<file path="src/rtl/key_debounce.sv">
// key_debounce: synchronise, debounce and SOCD-filter raw button bits into a
// registered active-high key vector with a one-clk change pulse.
module key_debounce #(
  parameter int DEBOUNCE_TICKS = 4,
  parameter bit SOCD_MODE = 1'b1
) (
  input  logic       clk,
  input  logic       reset,
  input  logic       clk_ce,
  input  logic [8:0] raw_keys,
  output logic [8:0] keys_active,
  output logic       key_event
);
  localparam int CW = $clog2(DEBOUNCE_TICKS + 1);
  localparam logic [CW-1:0] LAST = CW'(DEBOUNCE_TICKS - 1);
  logic [8:0] sync_a, sync_q, stable, stable_nxt, filtered;
  logic [CW-1:0] cnt [9];
  logic [CW-1:0] cnt_nxt [9];
  // A bit flips on the tick that would make its disagreement run reach DEBOUNCE_TICKS.
  always_comb begin
    stable_nxt = stable;
    for (int k = 0; k < 9; k++) begin
      cnt_nxt[k] = cnt[k];
      if (clk_ce) begin
        stable_nxt[k] = (sync_q[k] != stable[k] && cnt[k] == LAST) ? sync_q[k] : stable[k];
        cnt_nxt[k] = (sync_q[k] == stable[k] || cnt[k] == LAST) ? '0 : cnt[k] + 1'b1;
      end
    end
  end
  assign filtered = stable_nxt & ~{2'b00,
                                   {2{SOCD_MODE && stable_nxt[5] && stable_nxt[6]}},
                                   {2{SOCD_MODE && stable_nxt[3] && stable_nxt[4]}},
                                   3'b000};
  always_ff @(posedge clk or posedge reset) begin
    if (reset) begin
      sync_a <= '0;
      sync_q <= '0;
      stable <= '0;
      keys_active <= '0;
      key_event <= 1'b0;
      for (int k = 0; k < 9; k++) cnt[k] <= '0;
    end else begin
      sync_a <= raw_keys;
      sync_q <= sync_a;
      stable <= stable_nxt;
      keys_active <= filtered;
      key_event <= filtered != keys_active;
      for (int k = 0; k < 9; k++) cnt[k] <= cnt_nxt[k];
    end
  end
endmodule

</file>
<file path="config.mk">
export PLATFORM = sky130hd
export DESIGN_NAME = key_debounce
export DESIGN_NICKNAME = d
export VERILOG_FILES = /design/src/rtl/key_debounce.sv
export SDC_FILE = /design/constraint.sdc
export NUM_CORES = 1
export LEC_CHECK = 0
export BUFFER_PORTS_ARGS = -buffer_cell sky130_fd_sc_hd__clkbuf_2
export CAP_MARGIN = 10
export CORE_MARGIN = 5
export CORE_UTILIZATION = 30
export DETAILED_ROUTE_END_ITERATION = 10
export GPL_TIMING_DRIVEN = 0
export PLACE_DENSITY_LB_ADDON = 0.15
export RECOVER_POWER = 25
export SLEW_MARGIN = 20
export SYNTH_ARGS = -nofsm -noshare
export SYNTH_HDL_FRONTEND = slang
export SYNTH_SLANG_ARGS = --single-unit
export TNS_END_PERCENT = 5
</file>
<file path="constraint.sdc">
create_clock -name clk -period 5.03 [get_ports clk]
set_clock_uncertainty 0.2 [all_clocks]
set_input_delay 1.006 -clock clk [delete_from_list [all_inputs] [get_ports clk]]
set_output_delay 1.006 -clock clk [all_outputs]
set_load 0.05 [all_outputs]
</file>
# Yosys cells after proc, flatten, opt, wreduce, memory -nomap -nowiden
# Index checks and enable logic that the tools add are counted.
[classes]
addsub = 9
eq_ne = 28
n_mux = 27
n_bitwise = 2
n_reduce_logical = 20
[op_table]
columns = ["operator", "n"]
rows = [
  ["$add A3 B1 Y3 const B", 9],
  ["$eq A3 B2 Y1 const B", 9],
  ["$mux W3", 9],
  ["$mux W1", 18],
  ["$logic_and A1 B1 Y1", 11],
  ["$and A9 B9 Y9", 1],
  ["$eq A1 B1 Y1", 9],
  ["$logic_or A1 B1 Y1", 9],
  ["$ne A1 B1 Y1", 9],
  ["$ne A9 B9 Y1", 1],
  ["$not A7 Y9", 1],
]
[totals]
reg_bits = 64
inputBits = 12
out_inout_bits = 10

# Logic depth before layout (Yosys ltp)
[logic_depth]
depth_word = 8
mapped_depth = 7

# Worst setup path after synthesis
# Ideal clock, no wire load.
[synth_path]
path_type = "input -> register"
from = "in clk_ce"
to = "reg key_event"
setup_ns = 0.139
arrival_time_ns = 2.133
required_time_ns = 4.691
slack_ns = 2.558
path_stages = 5
path_buffers = 0
path_cell_list = "a21bo_2 > a221oi_4 > nor2_2 > a2bb2oi_1 > or4_1"
[synth_via]
elab_chain_len = 5
[synth_lines]
columns = ["element", "line_no", "source"]
rows = [
  ["start: declaration", "9", "input logic clk_ce,"],
  ["$mux W1", "24", "if (clk_ce) begin"],
  ["$logic_and A1 B1 Y1", "31", "{2{SOCD_MODE && stable_nxt[5] && stable_nxt[6]}},"],
  ["$not A7 Y9", "30", "assign filtered = stable_nxt & ~{2'b00,"],
  ["$and A9 B9 Y9 (*)", "30", ""],
  ["via filtered[6]", "16", "logic [8:0] sync_a, sync_q, stable, stable_nxt, filtered;"],
  ["$ne A9 B9 Y1 (*)", "47", "key_event <= filtered != keys_active;"],
  ["end signal: assignment", "47", ""],
  ["end: declaration", "12", "output logic key_event"],
]
# Mark *: on every way through the listed nets, which the timed path passes. The rest lies on a longest branch.
# A chain may end at the register's enable or synchronous reset.

# Final worst setup path
[layout_path]
from = "in clk_ce"
to = "reg cnt[9] (netlist name)"
[layout_rtl]
columns = ["element", "line_no", "source"]
rows = [
  ["end: declaration", "17", "logic [CW-1:0] cnt [9];"],
]
# No word-level cell between the ends.

==> results.ini <==
[floorplan]
floorplan.rows = 34
die_x_um = 104
die_h_um = 104
core_area_mm2 = 0.00864
start_util = 0.306
ioPinCount = 22
dieArea_mm2 = 0.0108

[setup_path]
critical_path_class = in -> reg
r2r_end = key_event
critPathCaptureType = register
arrival_ps = 2750
rrSetupSlack_ps = 2650
crit_required_ps = 5030
timing.rr.start = cnt[6]
critPathLaunchType = input pin
path_max_fanout = 10
worstRegToRegCells = 7

[detailed_routing]
routed_wl_um = 4660
post_drt_wl_per_cell_um = 12.6
dr.pass1.iters = 4
ant_nets = 0
drc_errors = 0
vias_per_cell = 4.38
dr_total_vias = 1615
drt_iter0_drc = 30

[power]
ir_drop_mv = 0.229
p_leak_uw = 0.00145
p_comb_frac = 0.394
power_density_mw_per_mm2 = 574
pwr-share-clk = 0.204
p_int_uw = 1110
pwr-share-seq = 0.403
power.switching_uw = 653
swShare = 0.371

[placement]
dp.cells = 354
gp_congestion = 0.697
dpl.hpwl_um = 3240
portBuffers = 21

[cells_and_area]
drive_gt1_frac = 0.253
stdcell_count = 369
area_growth_pct = 15.9
antenna_cells = 0
finalNetCount = 287
layout_commonest_cell = dfrtp_1
final_cell_mix = 59 x dfrtp_1, 24 x inv_1, 21 x clkbuf_2, 19 x o22ai_1, 18 x ha_1

[timing]
worst-slew-pin-transition_ps = 1320
setup_violations = 0
finalHoldViolCount = 0
maxSlewViolCount = 0
setup_tns_ps = 0
timing.hold.ws_ps = 146
slew_headroom = 0.118
post-route-period-util = 0.545
max_freq_mhz = 364
rsz0062_at_grt = no
period_needed_ps = 2740

[clock_tree]
htree_levels = 3
cts.sinks = 59
insertion_delay_ps = 320
clock-root-buffer = clkbuf_8
clkTransAtPathRegs_ps = 60
ctsResizeCount = 0
cts_buffer_depth = 2
cts_buffers = 9
cts_tree = built
cts_setup_buffers = 0
postCtsHoldBufs = 0

[synth]
syn_area_mm2 = 0.00264
syn_area_per_cell_um2 = 11.8
synth_cell_types = 29
ys_ff_latch = 59
yosysSeqAreaShare = 0.558
netlist_instances = 224
synth_warnings = 0
synth_fp_nets = 254

[flow_run]
cap_violations = 0

[global_route]
grt_antenna_before_repair = 0
grt.total_usage = 0.0936
grt_max_degree = 32
first_global_vias = 1686
grt_overflow = 0
grt_pass1_wl_um = 8050

[worst_hold_path]
hp-class = reg -> reg
hold_depth = 0
min_from = sync_a[8]
min_to = sync_q[8]

[status]
status = finished clean

cell usage after synthesis:
cell / count / area, um2
nand2_4: 1 / 11.3
a2bb2oi_1: 2 / 17.5
clkbuf_1: 5 / 18.8
xor2_1: 7 / 61.3
a21bo_2: 2 / 20.0
mux2_2: 14 / 158
a31oi_1: 2 / 12.5
and2_1: 2 / 12.5
or2_2: 2 / 12.5
nor2b_1: 3 / 18.8
nor2_2: 1 / 6.26
o22ai_1: 19 / 119
nand2_1: 15 / 56.3
a221oi_4: 1 / 26.3
ha_1: 18 / 225
nand3_2: 2 / 20.0
nand2b_1: 16 / 100
o21a_1: 1 / 7.51
a221oi_2: 1 / 15.0
o311ai_0: 1 / 8.76
and3_1: 2 / 12.5
or4_1: 1 / 7.51
dfrtp_1: 59 / 1480
xnor2_1: 3 / 26.3
inv_1: 25 / 93.8
nor2_1: 11 / 41.3
buf_6: 1 / 11.3
buf_4: 5 / 37.5
a21oi_1: 2 / 10.0
worst max-delay path by stage:
stage | start | endpoint | slack, ps | depth (start not counted)
after floorplan | reset | cnt[0] | 2370 | 1
after global placement | reset | sync_q[0] | 1460 | 2
after detailed placement | clk_ce | cnt[12] | 1900 | 5
after CTS | clk_ce | cnt[9] | 2250 | 5
after global routing | clk_ce | cnt[9] | 2190 | 5
final | clk_ce | cnt[9] | 2290 | 5
registers in the layout, summed over array words and instances (netlist names):
| register | cells |
|---|---|
| sync_q | 9 |
| stable | 8 |
| key_event | 1 |
| cnt | 27 |
| keys_active | 5 |
| sync_a | 9 |
final cells by class:
class / count / area, um2
Multi-Input combinational cell: 129 / 1010
Timing Repair Buffer: 22 / 125
Clock buffer: 12 / 145
Inverter: 25 / 95.1
Sequential cell: 59 / 1480
Tap cell: 108 / 135
Clock inverter: 3 / 15.0
Buffer: 11 / 67.6
Fill cell: 867 / 5570
routing by layer:
metal  part of all wire  global-route usage
met5                  0                   0
met4              0.023              0.0527
met3              0.025              0.0230
met2               0.46               0.143
met1               0.49               0.120
cell families (layout without fill, tap and decap cells):
kind of cell | after synthesis | in the layout | share of synthesized area
flops | 59 | 59 | 0.558
simple gates | 56 | 56 | 0.113
buf+inv | 36 | 73 | 0.0611
compound gates | 31 | 31 | 0.0894
fa+ha+maj | 18 | 18 | 0.0852
mux | 14 | 14 | 0.0596
xor+xnor | 10 | 10 | 0.0331
power groups by stage:
| stage | registers [uW] | clock network (uW) | logic, uW |
|---|---|---|---|
| after CTS | 711 | 380 | 708 |
| final | 709 | 358 | 693 |
| after global placement | 716 | 0 | 690 |
| after floorplan | 771 | 0 | 508 |
| after detailed placement | 720 | 0 | 704 |
| after global routing | 729 | 400 | 783 |
worst max-delay path, stage by stage:
cell	delay, ps
clkbuf_2	160
buf_6	190
clkbuf_1	470
clkbuf_1	520
mux2_2	400
per-stage QoR:
stage          power, uW  setup WS, ps   util  cell area, um2
6_report            1760          2290  0.355            3070
5_1_grt             1910          2190  0.355            3070
4_1_cts             1800          2250  0.355            3070
3_5_place_dp        1420          1900  0.337            2910
3_3_place_gp        1410          1460  0.334            2880
2_1_floorplan       1280          2370      -            2640
(Power assumes the default switching activity.)
